$ cat src/rtl/pipe_ctrl.sv
`default_nettype none
// +----------------------------------------------------------------------------+
// | pipe_ctrl: pipeline stall/flush/interrupt sequencer with perf counters     |
// |            and a sticky memory-timeout flag.                               |
// | Revision: 1.0                                                              |
// +----------------------------------------------------------------------------+
module pipe_ctrl #(
  parameter int CNT_W   = 32,
  parameter int TIMEOUT = 1024
) (
  input  logic             clk,
  input  logic             rst,
  input  logic             im_stall_i,
  input  logic             dm_stall_i,
  input  logic             ld_stall_i,
  input  logic             flush_i,
  input  logic             int_req_i,
  output logic             pc_en_o,
  output logic             if_id_en_o,
  output logic             id_exe_en_o,
  output logic             exe_mem_en_o,
  output logic             mem_wb_en_o,
  output logic             if_id_flush_o,
  output logic             id_exe_flush_o,
  output logic             int_ack_o,
  output logic             timeout_o,
  output logic [CNT_W-1:0] stall_cnt_o,
  output logic [CNT_W-1:0] bubble_cnt_o,
  output logic [CNT_W-1:0] flush_cnt_o
);

  localparam int c_run_w = $clog2(TIMEOUT + 1);
  localparam logic [c_run_w-1:0] c_timeout = c_run_w'(TIMEOUT);
  localparam logic [c_run_w-1:0] c_run_one = c_run_w'(1);
  localparam logic [CNT_W-1:0]   c_cnt_one = CNT_W'(1);

  typedef enum logic [1:0] {
    ST_RUN      = 2'd0,
    ST_WAIT     = 2'd1,
    ST_INT_HOLD = 2'd2
  } state_t;

  state_t             r_state;
  state_t             w_state_nxt;
  logic               r_flush_pend;
  logic               w_flush_pend_nxt;
  logic [c_run_w-1:0] r_busy_run;
  logic [c_run_w-1:0] w_busy_run_nxt;
  logic               r_timeout;
  logic [CNT_W-1:0]   r_stall_cnt;
  logic [CNT_W-1:0]   r_bubble_cnt;
  logic [CNT_W-1:0]   r_flush_cnt;

  logic w_mem_busy;
  logic w_int_take;
  logic w_do_flush;
  logic w_do_bubble;

  // Case selection: memory busy dominates, then any redirect, then load-use.
  assign w_mem_busy  = im_stall_i | dm_stall_i;
  assign w_int_take  = ~w_mem_busy & int_req_i & (r_state != ST_INT_HOLD);
  assign w_do_flush  = ~w_mem_busy & (flush_i | r_flush_pend | w_int_take);
  assign w_do_bubble = ~w_mem_busy & ~w_do_flush & ld_stall_i;

  always_comb begin
    pc_en_o        = 1'b1;
    if_id_en_o     = 1'b1;
    id_exe_en_o    = 1'b1;
    exe_mem_en_o   = 1'b1;
    mem_wb_en_o    = 1'b1;
    if_id_flush_o  = 1'b0;
    id_exe_flush_o = 1'b0;
    int_ack_o      = 1'b0;
    if (w_mem_busy) begin
      pc_en_o      = 1'b0;
      if_id_en_o   = 1'b0;
      id_exe_en_o  = 1'b0;
      exe_mem_en_o = 1'b0;
      mem_wb_en_o  = 1'b0;
    end else if (w_do_flush) begin
      if_id_flush_o  = 1'b1;
      id_exe_flush_o = 1'b1;
      int_ack_o      = w_int_take;
    end else if (w_do_bubble) begin
      pc_en_o        = 1'b0;
      if_id_en_o     = 1'b0;
      id_exe_flush_o = 1'b1;
    end
  end

  always_comb begin
    w_state_nxt = r_state;
    if (w_mem_busy) begin
      if (r_state != ST_INT_HOLD) begin
        w_state_nxt = ST_WAIT;
      end
    end else if (w_int_take) begin
      w_state_nxt = ST_INT_HOLD;
    end else if (r_state == ST_INT_HOLD) begin
      if (!int_req_i) begin
        w_state_nxt = ST_RUN;
      end
    end else begin
      w_state_nxt = ST_RUN;
    end
  end

  // A redirect seen while memory is busy is remembered and applied on exit.
  assign w_flush_pend_nxt = w_mem_busy & (r_flush_pend | flush_i);

  always_comb begin
    w_busy_run_nxt = '0;
    if (w_mem_busy) begin
      w_busy_run_nxt = (r_busy_run == c_timeout) ? r_busy_run : r_busy_run + c_run_one;
    end
  end

  always_ff @(posedge clk or posedge rst) begin
    if (rst) begin
      r_state      <= ST_RUN;
      r_flush_pend <= 1'b0;
      r_busy_run   <= '0;
      r_timeout    <= 1'b0;
    end else begin
      r_state      <= w_state_nxt;
      r_flush_pend <= w_flush_pend_nxt;
      r_busy_run   <= w_busy_run_nxt;
      if (w_busy_run_nxt == c_timeout) begin
        r_timeout <= 1'b1;
      end
    end
  end

  // Performance counters wrap naturally at 2^CNT_W.
  always_ff @(posedge clk or posedge rst) begin
    if (rst) begin
      r_stall_cnt  <= '0;
      r_bubble_cnt <= '0;
      r_flush_cnt  <= '0;
    end else begin
      if (w_mem_busy) begin
        r_stall_cnt <= r_stall_cnt + c_cnt_one;
      end
      if (w_do_bubble) begin
        r_bubble_cnt <= r_bubble_cnt + c_cnt_one;
      end
      if (w_do_flush) begin
        r_flush_cnt <= r_flush_cnt + c_cnt_one;
      end
    end
  end

  assign timeout_o    = r_timeout;
  assign stall_cnt_o  = r_stall_cnt;
  assign bubble_cnt_o = r_bubble_cnt;
  assign flush_cnt_o  = r_flush_cnt;

endmodule
`default_nettype wire
$ cat config.mk
export PLATFORM = sky130hd
export DESIGN_NAME = pipe_ctrl
export DESIGN_NICKNAME = d
export VERILOG_FILES = /design/src/rtl/pipe_ctrl.sv
export SDC_FILE = /design/constraint.sdc
export NUM_CORES = 1
export LEC_CHECK = 0
export BUFFER_PORTS_ARGS = -buffer_cell sky130_fd_sc_hd__buf_2
export CORE_ASPECT_RATIO = 1.4
export CORE_MARGIN = 2
export CORE_UTILIZATION = 30
export CTS_CLUSTER_DIAMETER = 30
export DETAILED_ROUTE_END_ITERATION = 12
export PLACE_DENSITY_LB_ADDON = 0.1
export SKIP_CTS_REPAIR_TIMING = 1
export SYNTH_ARGS = -nofsm -noshare
export SYNTH_HDL_FRONTEND = slang
export SYNTH_SLANG_ARGS = --single-unit
$ cat constraint.sdc
create_clock -name clk -period 9.8 [get_ports clk]
set_clock_uncertainty 0.15 [all_clocks]
set_input_delay 0.98 -clock clk [delete_from_list [all_inputs] [get_ports clk]]
set_output_delay 0.98 -clock clk [all_outputs]
set_load 0.01 [all_outputs]
* Word level (Yosys, flattened, before mapping)
Cells that the tools add are included.
** Cells by class
- $add $sub $neg :: 4
- Multipliers :: 0
- Divide/modulo/power cells :: 0
- $lt $le $gt $ge :: 0
- Eq/ne operators :: 6
- Shift-type cells :: 0
- Mux-type cells :: 18
- Bitwise gates (word level) :: 11
- Reduce and logical (&&, ||, !) cells :: 1
** Operator list (number)
- 32-bit by 1-bit adder with 32-bit output (second input constant) :: 3
- 11-bit == test (second input constant) :: 2
- 11-bit 2-to-1 mux :: 2
- 11-bit by 1-bit adder with 11-bit output (second input constant) :: 1
- 1-bit 2-to-1 mux :: 11
- 2-bit 2-to-1 mux :: 5
- 1-bit AND :: 6
- 4-bit != test (second input constant) :: 1
- 1-bit OR :: 3
- 2-bit == test (second input constant) :: 1
- 2-bit by 1-bit != test with 1-bit output (second input constant) :: 1
- 2-bit != test (second input constant) :: 1
- 1-bit inverter :: 2
- 2-bit AND reduction :: 1
** Storage, ports and cells
- Bits in registers :: 111
- Bits in latches :: 0
- Bits in writable memories :: 0
- ROM bits :: 0
- Input bits :: 7
- Output and inout port bits :: 105
- Word-level logic and storage cells :: 47
- Memories :: 0

* Logic depth before layout (Yosys ltp)
- Word-level depth :: 12
- Depth in mapped cells :: 8
- Depth with buffers taken out :: 6

* Least setup slack after synthesis
Ideal clock, no wire load.
- Kind :: input port to output port
- From :: in dm_stall_i
- To :: out pc_en_o
- Data arrival time :: 2072 ps
- Data required time :: 8670 ps
- Slack :: 6598 ps
- Stages on the path :: 4
- Path buffers :: 1
- Path through :: or3b_4 > o21a_4 > a21oi_1 > buf_4
** Between the ends
- Longest elaborated chain between the ends :: 12
** RTL lines
- from (decl) :: RTL line 14 : input logic dm_stall_i,
- 1-bit OR * :: RTL line 60 : assign w_mem_busy = im_stall_i | dm_stall_i;
- 1-bit inverter :: RTL line 61, 62, 63
- 1-bit AND (2 in series) :: RTL line 61 : assign w_int_take = ~w_mem_busy & int_req_i & (r_state != ST_INT_HOLD);
- 1-bit OR :: RTL line 62 : assign w_do_flush = ~w_mem_busy & (flush_i | r_flush_pend | w_int_take);
- 1-bit AND :: RTL line 62
- 1-bit inverter :: RTL line 63 : assign w_do_bubble = ~w_mem_busy & ~w_do_flush & ld_stall_i;
- 1-bit AND (2 in series) :: RTL line 63
- 1-bit 2-to-1 mux (2 in series)
- 1-bit 2-to-1 mux *
- to (decl) :: RTL line 18 : output logic pc_en_o,
Every way passes the cells marked *; elsewhere a longest branch is shown, timed or not.

* Worst setup path in the final report
- From :: in dm_stall_i
- To :: out if_id_flush_o
** Between the ends
- Longest elaborated chain between the ends :: 8
** RTL lines
- 1-bit OR * :: RTL line 60
- 1-bit inverter :: RTL line 61, 62
- 1-bit AND (2 in series) :: RTL line 61
- 1-bit OR :: RTL line 62
- 1-bit AND :: RTL line 62
- 1-bit 2-to-1 mux :: RTL line 80 : end else if (w_do_flush) begin
- 1-bit 2-to-1 mux * :: RTL line 74 : if (w_mem_busy) begin
- to (decl) :: RTL line 23 : output logic if_id_flush_o,
Marks and branches as above.

==> impl_metrics.yaml <==
critical_path:
  cp-start-kind: "primary input"
  cp.required_ns: 8.67
  worst_setup_path_end_kind: "primary output"
  path_max_fanout: 9
  timing.rr.start: "stall_cnt_o[1]"
  reg2reg_depth: 6
  reg2reg_to: "stall_cnt_o[24]"
  r2r_setup_slack_ns: 7.48
  path_class: "primary input to primary output"
  arrival_ns: 2.42
timing:
  setup_viol: 0
  hold_ws_ns: 0.317
  maxSlewHeadroom_pct: 45.7
  period_needed_ns: 3.55
  tightest_slew_ns: 0.808
  fin_tns_setup_ns: 0
  post-route-period-util_pct: 36.2
  slew_viol_final: 0
  hold_viol: 0
  max_freq_mhz: 282
  rsz0062_at_grt: "false"
global_routing:
  grt_usage_pct: 13.6
  grt_max_degree: 59
  grt_pass1_vias: 3762
  overflow: 0
  antenna_found_initial: 0
  grt_pass1_wl_um: 19800
clocking:
  cts_root_buf: "clkbuf_16"
  clockBufferDepth: 2
  clk_latency_ns: 0.35
  cts_sinks: 111
  clk_pin_slew_ns: 0.07
  numCtsBuffers: 9
  cts_tree: "built"
  cts_max_level: 3
die:
  ios: 112
  fp-row-count: 56
  die_x_um: 115
  design.core.area_um2: 16800
  dieArea_um2: 18300
  start_util_pct: 30.8
  die_y_um: 159
place:
  io_buffer_count: 111
  place_congestion: 0.795
  hpwlAfterDp_um: 8480
logic_synthesis:
  ys_seq_elements: 111
  synth_flop_cell: "dfrtp_1"
  syn_inst: 476
  yosys_warnings: 0
  async_flop_share_pct: 100
  yosysUniqueCellTypes: 44
  synth_edf_count: 0
  synth_nets: 488
  syn_area_per_cell_um2: 10.9
  ys_seq_area_share_pct: 53.7
  syn-cell-area_um2: 5170
layout:
  final_cell_mix: "dfrtp_1, buf_2, xnor2_1"
  nNetsFinal: 595
  diodes: 0
  nFillCells: 1724
  fin_util_pct: 36.6
  drive_above_1_share_pct: 23.8
  area_growth_pct: 19.1
drt:
  viasPerCell: 4.82
  dr.max_layer_used: "met4"
  met1_length_um: 5310
  wl_met3_um: 580
  vias: 3811
  route.met2.wl_um: 5700
  routedWlPerCell_um: 14.9
  ant_nets: 0
  drtIter0Drc: 99
  drc: 0
  firstDrtPassIters: 4
  wl_um: 11800
power:
  pwr_density_cell_nw_per_um2: 172
  comb_power_share_pct: 15.2
  leakagePower_nw: 3.06
  pwr-share-seq_pct: 51.8
  p_sw_mw: 0.313
  p_clk_share_pct: 33.0
  p_int_mw: 0.748
  max-vdd-ir-drop_v: 0.0000715
  swShare_pct: 29.5
run:
  cap_violations: 0
min_path:
  holdCritPathClass: "register to register"
  holdPathEnd: "stall_cnt_o[31]"
  hold_start: "stall_cnt_o[31]"
  hold_depth: 1
outcome:
  outcome: "finished, final reports clean"
power groups by stage:
stage / registers, mW / logic, mW / clock network [mW]
3_3_place_gp: 0.557 / 0.163 / 0
2_1_floorplan: 0.558 / 0.0949 / 0
3_5_place_dp: 0.558 / 0.163 / 0
5_1_grt: 0.557 / 0.185 / 0.381
6_report: 0.549 / 0.161 / 0.351
4_1_cts: 0.550 / 0.164 / 0.365
how the worst max path moves through the flow:
| stage | start | end | slack (ns) | cells past startpoint |
|---|---|---|---|---|
| floorplan | rst | bubble_cnt_o[0] | 5.74 | 1 |
| global placement | dm_stall_i | if_id_flush_o | 6.23 | 6 |
| detailed placement | dm_stall_i | if_id_flush_o | 6.21 | 6 |
| CTS | dm_stall_i | if_id_flush_o | 6.21 | 6 |
| global route | dm_stall_i | if_id_flush_o | 6.13 | 6 |
| finish | dm_stall_i | if_id_flush_o | 6.25 | 6 |
kinds of logic after synthesis:
| kind of cell | Yosys count | share of synthesized area [%] |
|---|---|---|
| buf+inv | 31 | 3.22 |
| fa+ha+maj | 5 | 1.21 |
| xor+xnor | 101 | 17.1 |
| mux | 2 | 0.387 |
| simple gates | 208 | 21.5 |
| compound gates | 18 | 2.85 |
| flops | 111 | 53.7 |
metal layers:
metal,global-route usage [%],up-vias
met5,0,-
met4,5.91,0
met3,2.70,12
met2,21.6,88
met1,17.8,1877
li1,-,1834
stage by stage:
| step | std cells | total power [mW] | instance area [µm²] | setup WS, ns |
|---|---|---|---|---|
| after global placement | 775 | 0.720 | 5880 | 6.23 |
| after detailed placement | 775 | 0.721 | 5880 | 6.21 |
| after global routing | 791 | 1.12 | 6160 | 6.13 |
| after floorplan | 476 | 0.653 | 5170 | 5.74 |
| after CTS | 791 | 1.08 | 6160 | 6.21 |
| final | 791 | 1.06 | 6160 | 6.25 |
state kept, by name, indices dropped and copies added, names as in the netlist:
signal / count
bubble_cnt_o: 32
flush_cnt_o: 32
stall_cnt_o: 32
r_busy_run: 11
r_state: 2
r_flush_pend: 1
timeout_o: 1
worst max-delay path, stage by stage:
cell,delay [ns]
buf_2,0.14
or3b_4,0.43
o21a_4,0.24
nand2b_1,0.29
inv_1,0.17
buf_2,0.16
Yosys cell counts (all sizes together) (8+ instances only):
cell type / count / area (µm²)
inv: 15 / 58.8
nor3: 12 / 75.1
dfrtp: 111 / 2780
xnor2: 82 / 718
nand2: 45 / 169
buf: 10 / 83.8
nand3: 45 / 225
and3: 18 / 113
xor2: 19 / 166
nor2: 33 / 124
and4: 8 / 70.1
nand4: 27 / 169
layout make-up:
class / instances / area (µm²) / share of cell area, %
clock buffer: 12 / 246 / 4.00
clock inverter: 4 / 30.0 / 0.488
inverter: 15 / 61.3 / 0.995
multi-input combinational: 334 / 2230 / 36.2
sequential: 111 / 2780 / 45.1
tap: 203 / 254 / 4.12
timing repair buffer: 112 / 563 / 9.14
No activity file was read; power rests on OpenSTA's default activity.
